$ cat src/rtl/priority_resolver_n_if.sv
// Bus bundle between the IRR/IMR/OCW front end and the priority resolver.
// The smm signal exists only when SPECIAL_MASK_MODE_EN is defined.
interface priority_resolver_n_if #(
    parameter int unsigned NUM_IRQ = 8,
    parameter int unsigned LVL_W   = 3
);
    logic [NUM_IRQ-1:0] irr;
    logic [NUM_IRQ-1:0] imr;
    logic               inta_pulse;
    logic               aeoi;
    logic               rotate_aeoi;
    logic               eoi_valid;
    logic [2:0]         eoi_cmd;
    logic [LVL_W-1:0]   eoi_level;
`ifdef SPECIAL_MASK_MODE_EN
    logic               smm;
`endif
    logic               int_req;
    logic [NUM_IRQ-1:0] irr_clear;
    logic [LVL_W-1:0]   vector_level;
    logic               spurious;
    logic [NUM_IRQ-1:0] isr;
    logic [LVL_W-1:0]   lowest_prio;

    modport master (
`ifdef SPECIAL_MASK_MODE_EN
        output smm,
`endif
        output irr, imr, inta_pulse, aeoi, rotate_aeoi, eoi_valid, eoi_cmd, eoi_level,
        input  int_req, irr_clear, vector_level, spurious, isr, lowest_prio
    );

    modport slave (
`ifdef SPECIAL_MASK_MODE_EN
        input  smm,
`endif
        input  irr, imr, inta_pulse, aeoi, rotate_aeoi, eoi_valid, eoi_cmd, eoi_level,
        output int_req, irr_clear, vector_level, spurious, isr, lowest_prio
    );
endinterface

$ cat src/rtl/priority_resolver_n.sv
// Rotating-priority resolver, INTA handshake and in-service tracker for the PIC core.
// Optional special mask mode is enabled by defining SPECIAL_MASK_MODE_EN.
module priority_resolver_n #(
    parameter int unsigned NUM_IRQ = 8,
    parameter int unsigned LVL_W   = 3
) (
    input logic clk,
    input logic reset,
    priority_resolver_n_if.slave bus
);
    typedef enum logic {IDLE, ACK1} state_t;

    typedef struct packed {
        logic             found;
        logic [LVL_W-1:0] lvl;
        logic [LVL_W-1:0] rank;
    } pick_t;

    // Scan from the level just above lowest_prio round to lowest_prio; first hit wins.
    function automatic pick_t pick_top(input logic [NUM_IRQ-1:0] v, input logic [LVL_W-1:0] lp);
        pick_t       r;
        int unsigned idx;
        r = '0;
        for (int unsigned k = 0; k < NUM_IRQ; k++) begin
            idx = lp + k + 1;
            if (idx >= NUM_IRQ) idx -= NUM_IRQ;
            if (!r.found && v[idx[LVL_W-1:0]]) begin
                r.found = 1'b1;
                r.lvl   = idx[LVL_W-1:0];
                r.rank  = k[LVL_W-1:0];
            end
        end
        return r;
    endfunction

    state_t             state_q;
    logic [NUM_IRQ-1:0] isr_q, isr_d, irr_clear_q;
    logic [NUM_IRQ-1:0] masked, nest_src, eoi_clr, aeoi_clr, inta_set;
    logic [LVL_W-1:0]   lp_q, lp_d, vec_q;
    logic               int_req_q, spur_q;
    logic               ack1, ack2, level_ok, int_req_d;
    pick_t              cand, top, top_nest;

    always_comb begin
        masked   = bus.irr & ~bus.imr;
        nest_src = isr_q;
`ifdef SPECIAL_MASK_MODE_EN
        if (bus.smm) nest_src = isr_q & ~bus.imr;
`endif
        cand     = pick_top(masked, lp_q);
        top      = pick_top(isr_q, lp_q);
        top_nest = pick_top(nest_src, lp_q);
        ack1     = bus.inta_pulse && (state_q == IDLE);
        ack2     = bus.inta_pulse && (state_q == ACK1);
        level_ok = 32'(bus.eoi_level) < NUM_IRQ;

        eoi_clr = '0;
        lp_d    = lp_q;
        if (bus.eoi_valid && level_ok) begin
            case (bus.eoi_cmd)
                3'b001: if (top.found) eoi_clr[top.lvl] = 1'b1;
                3'b011: eoi_clr[bus.eoi_level] = 1'b1;
                3'b101: if (top.found) begin
                    eoi_clr[top.lvl] = 1'b1;
                    lp_d             = top.lvl;
                end
                3'b111: begin
                    eoi_clr[bus.eoi_level] = 1'b1;
                    lp_d                   = bus.eoi_level;
                end
                3'b110: lp_d = bus.eoi_level;
                default: ;
            endcase
        end

        // AEOI rotation is assigned last so it overrides a coincident EOI rotation.
        aeoi_clr = '0;
        if (ack2 && bus.aeoi && !spur_q) begin
            aeoi_clr[vec_q] = 1'b1;
            if (bus.rotate_aeoi) lp_d = vec_q;
        end

        inta_set = '0;
        if (ack1 && cand.found) inta_set[cand.lvl] = 1'b1;

        isr_d     = (isr_q & ~eoi_clr & ~aeoi_clr) | inta_set;
        int_req_d = cand.found && (!top_nest.found || (cand.rank < top_nest.rank))
                    && (state_q == IDLE) && !bus.inta_pulse;
    end

    always_ff @(posedge clk or posedge reset) begin
        if (reset) begin
            state_q     <= IDLE;
            isr_q       <= '0;
            lp_q        <= LVL_W'(NUM_IRQ - 1);
            int_req_q   <= 1'b0;
            irr_clear_q <= '0;
            vec_q       <= '0;
            spur_q      <= 1'b0;
        end else begin
            isr_q       <= isr_d;
            lp_q        <= lp_d;
            int_req_q   <= int_req_d;
            irr_clear_q <= inta_set;
            case (state_q)
                IDLE: if (bus.inta_pulse) begin
                    state_q <= ACK1;
                    if (cand.found) begin
                        vec_q <= cand.lvl;
                    end else begin
                        vec_q  <= LVL_W'(NUM_IRQ - 1);
                        spur_q <= 1'b1;
                    end
                end
                ACK1: if (bus.inta_pulse) begin
                    state_q <= IDLE;
                    spur_q  <= 1'b0;
                end
                default: state_q <= IDLE;
            endcase
        end
    end

    assign bus.int_req      = int_req_q;
    assign bus.irr_clear    = irr_clear_q;
    assign bus.vector_level = vec_q;
    assign bus.spurious     = spur_q;
    assign bus.isr          = isr_q;
    assign bus.lowest_prio  = lp_q;
endmodule

$ cat src/flat_wrapper.sv
// flat-port wrapper written by rule: the top's interface ports become plain ports
module priority_resolver_n_flat 
#(
    parameter int unsigned NUM_IRQ = 8,
    parameter int unsigned LVL_W   = 3
)
  (clk, reset, bus_irr, bus_imr, bus_inta_pulse, bus_aeoi, bus_rotate_aeoi, bus_eoi_valid, bus_eoi_cmd, bus_eoi_level, bus_int_req, bus_irr_clear, bus_vector_level, bus_spurious, bus_isr, bus_lowest_prio);
  priority_resolver_n_if #(.NUM_IRQ(NUM_IRQ), .LVL_W(LVL_W)) bus_i ();
  input logic clk;
  input logic reset;
  input wire logic [$bits(bus_i.irr)-1:0] bus_irr;
  input wire logic [$bits(bus_i.imr)-1:0] bus_imr;
  input wire logic [$bits(bus_i.inta_pulse)-1:0] bus_inta_pulse;
  input wire logic [$bits(bus_i.aeoi)-1:0] bus_aeoi;
  input wire logic [$bits(bus_i.rotate_aeoi)-1:0] bus_rotate_aeoi;
  input wire logic [$bits(bus_i.eoi_valid)-1:0] bus_eoi_valid;
  input wire logic [$bits(bus_i.eoi_cmd)-1:0] bus_eoi_cmd;
  input wire logic [$bits(bus_i.eoi_level)-1:0] bus_eoi_level;
  output wire logic [$bits(bus_i.int_req)-1:0] bus_int_req;
  output wire logic [$bits(bus_i.irr_clear)-1:0] bus_irr_clear;
  output wire logic [$bits(bus_i.vector_level)-1:0] bus_vector_level;
  output wire logic [$bits(bus_i.spurious)-1:0] bus_spurious;
  output wire logic [$bits(bus_i.isr)-1:0] bus_isr;
  output wire logic [$bits(bus_i.lowest_prio)-1:0] bus_lowest_prio;
  assign bus_i.irr = bus_irr;
  assign bus_i.imr = bus_imr;
  assign bus_i.inta_pulse = bus_inta_pulse;
  assign bus_i.aeoi = bus_aeoi;
  assign bus_i.rotate_aeoi = bus_rotate_aeoi;
  assign bus_i.eoi_valid = bus_eoi_valid;
  assign bus_i.eoi_cmd = bus_eoi_cmd;
  assign bus_i.eoi_level = bus_eoi_level;
  assign bus_int_req = bus_i.int_req;
  assign bus_irr_clear = bus_i.irr_clear;
  assign bus_vector_level = bus_i.vector_level;
  assign bus_spurious = bus_i.spurious;
  assign bus_isr = bus_i.isr;
  assign bus_lowest_prio = bus_i.lowest_prio;
  priority_resolver_n #(.NUM_IRQ(NUM_IRQ), .LVL_W(LVL_W)) u_core (.clk(clk), .reset(reset), .bus(bus_i));
endmodule
$ cat config.mk
export PLATFORM = sky130hd
export DESIGN_NAME = priority_resolver_n_flat
export DESIGN_NICKNAME = d
export VERILOG_FILES = /design/src/rtl/priority_resolver_n_if.sv /design/src/rtl/priority_resolver_n.sv /design/src/flat_wrapper.sv
export SDC_FILE = /design/constraint.sdc
export NUM_CORES = 1
export LEC_CHECK = 0
export ABC_AREA = 1
export BUFFER_PORTS_ARGS = -buffer_cell sky130_fd_sc_hd__buf_2
export CORE_ASPECT_RATIO = 0.75
export CORE_MARGIN = 8
export CORE_UTILIZATION = 25
export CTS_CLUSTER_SIZE = 40
export DETAILED_ROUTE_END_ITERATION = 6
export PLACE_DENSITY_LB_ADDON = 0.15
export SYNTH_ARGS = -nofsm -noshare
export SYNTH_HDL_FRONTEND = slang
export SYNTH_SLANG_ARGS = --single-unit
$ cat constraint.sdc
create_clock -name clk -period 4.6 [get_ports clk]
set_clock_uncertainty 0.15 [all_clocks]
set_input_delay 0.23 -clock clk [delete_from_list [all_inputs] [get_ports clk]]
set_output_delay 0.23 -clock clk [all_outputs]
set_load 0.05 [all_outputs]
==> impl_metrics.tcl <==
set metrics [dict create \
    drc 0 \
    arrival_ns 3.82 \
    fp.dieW_um 145 \
    detail_route.iter0.violations 268 \
    yosysTopAreaCellShare_pct 24.0 \
    worstHoldPathType "in -> async" \
    rsz0062_at_grt "no" \
    fin_cells 748 \
    via_per_inst 4.63 \
    ctsHtreeMaxLevel 1 \
    cp-start-kind "flip-flop" \
    area_growth_syn_to_layout_pct 14.8 \
    die_area_um2 16300 \
    drt_wl_total_um 11000 \
    crit_path_end_kind "flip-flop" \
    crit_top_cell "nand2_1" \
    yosys.area.top_type "nand2_1" \
    core_um2 12200 \
    synthesis.area_um2 3110 \
    yosys_warnings 0 \
    portBuffers 51 \
    crit_required_ns 4.63 \
    async_flop_share_pct 100 \
    cp_slowest_stage_delay_ns 0.65 \
    placed_cells 744 \
    slew_headroom_pct 36.0 \
    tritoncts "done" \
    path_cells "inv_6, ha_1, inv_2, nand2_1, nand2_2, nand2_1, nand3_1, nand2_2, nand3_4, nor2_8, nand4_4, nor2_4, nor2_1, nand3_1, inv_1, ha_1, a21oi_1, nand2_1, a21oi_1" \
    start_util_pct 25.4 \
    grt_max_degree 36 \
    syn_nets 572 \
    grt_usage_pct 13.6 \
    cts_hold_buf 0 \
    num_antenna_cells 0 \
    place.gp.congestion 0.858 \
    worstMarginPinSlew_ns 0.959 \
    rows 35 \
    cts_setup_buffers 0 \
    path_buf_inv 3 \
    cts_resized 0 \
    max_freq_mhz 264 \
    worst_path_max_delay_cell "ha_1" \
    period_minus_slack_ns 3.79 \
    netlist_top_cells_area "nand2_1 (24%), dfrtp_1 (18%), nand3_1 (8.4%)" \
    ys_seq_elements 25 \
    cts_buffers 3 \
    synth_cell_types 38 \
    grt_pass1_vias 3328 \
    ys.flop_type "dfrtp_1" \
    vias 3464 \
    io_pins 52 \
    nets 618 \
    clk_pin_slew_ns 0.07 \
    dp_hpwl_um 8970 \
    maxSlewViolCount 0 \
    path_max_fanout 26 \
    antenna_found_initial 0 \
    clockBufferDepth 2 \
    overflow 0 \
    setup_viol 0 \
    status "complete, no violations" \
    fin_crit_sh_pct 82.4 \
    drive_gt1_share_pct 18.0 \
    grt_pass1_wl_um 17800 \
    wl_per_cell_um 14.7 \
    final_hold_viol_count 0 \
    yosysSeqAreaShare_pct 20.2 \
    root_buffer "clkbuf_16" \
    synth.avg_cell_area_um2 5.79 \
    synth_edf_count 0 \
    drtAntennaViolNets 0 \
    die_h_um 113 \
    critical_path.top_delay_family "simple AND/OR/NAND/NOR gates" \
    firstDrtPassIters 5 \
    synthCells 537 \
    maxCapViolCount 0 \
    cts_sinks 25 \
    finalSetupTns_ns 0 \
    crit_type "reg -> reg" \
    clock_latency_ns 0.26 \
]
[routing by layer]
layer / up-vias / GRT usage [%] / share of wire [%]
li1: 1798 / - / -
met1: 1576 / 20.5 / 54
met2: 86 / 20.3 / 41
met3: 4 / 2.63 / 5.0
met4: 0 / 0.622 / 0.29
met5: - / 0 / 0
[area by class of cell]
type,count,area (um2)
fillers,1383,8650
multi-input cells,421,2080
flip-flops and latches,25,629
inverters,79,303
repair buffers,53,270
well taps,166,208
clock buffers,3,75.1
clock inverters,1,7.51
[registers in the layout (all words and copies together) (netlist names)]
signal and flops:
u_core.bus.int_req 1, u_core.bus.irr_clear 8, u_core.bus.isr 8, u_core.bus.lowest_prio 3, u_core.bus.spurious 1, u_core.bus.vector_level 3
u_core.state_q 1
[layout by cell type, fill, tap and decap left out, types with 11 or more instances in the layout]
master,synthesis,routed
buf_2,5,51
nor2_1,58,58
nand2_1,199,199
nand3_1,52,52
nand4_1,14,14
inv_2,12,12
a21oi_1,12,12
o21ai_0,11,11
o21ai_1,16,16
inv_1,62,62
dfrtp_1,22,22
[worst register-to-register path: stages, from the launching register on]
cell     delay (ns)
dfstp_2        0.57
inv_6          0.10
ha_1           0.65
inv_2          0.24
nand2_1        0.14
nand2_2        0.14
nand2_1        0.11
nand3_1        0.09
nand2_2        0.14
nand3_4        0.12
nor2_8         0.16
nand4_4        0.14
nor2_4         0.13
nor2_1         0.06
nand3_1        0.07
inv_1          0.07
ha_1           0.29
a21oi_1        0.16
nand2_1        0.08
a21oi_1        0.11
[cell usage after synthesis (all sizes together), types with 7 or more instances]
cell and instances:
buf 12, inv 75, nor2 67, dfrtp 22, o21ai 28, a21oi 13, nand2 208, ha 7
nand4 15, nand3 58, a41oi 8
[per-stage QoR]
stage	instance area [um2]	hold WS [ns]	utilization [%]	worst slack [ns]
final	3570	0.0320	29.2	0.810
after CTS	3570	0.0700	29.2	0.863
after global routing	3570	0.124	29.2	0.497
after detailed placement	3490	0.350	28.5	0.881
after global placement	3490	0.358	28.5	1.01
after floorplan	3110	0.105	-	1.03
[kinds of logic after synthesis]
logic type / after synthesis / synth area share, %
buf+inv: 91 / 13.0
compound gates: 60 / 11.6
simple gates: 351 / 50.5
flops: 25 / 20.2
xor+xnor: 3 / 1.93
fa+ha+maj: 7 / 2.82
[final timing paths]
check,startpoint,endpoint,slack [ns],cells past startpoint
worst min-delay path,reset,u_core.bus.isr[0],0.03,2
worst min register to register,u_core.state_q,u_core.bus.spurious,0.38,1
max in group asynchronous,reset,u_core.bus.spurious,3.68,2
min in group clk,bus_eoi_valid,u_core.bus.lowest_prio[0],0.14,3
worst max-delay path,u_core.bus.lowest_prio[0],u_core.bus.int_req,0.81,19
worst max register to register,u_core.bus.lowest_prio[0],u_core.bus.int_req,0.81,19
Power is not shown: default switching activity piles up to over one toggle a cycle in this logic, so the estimate is an artifact.
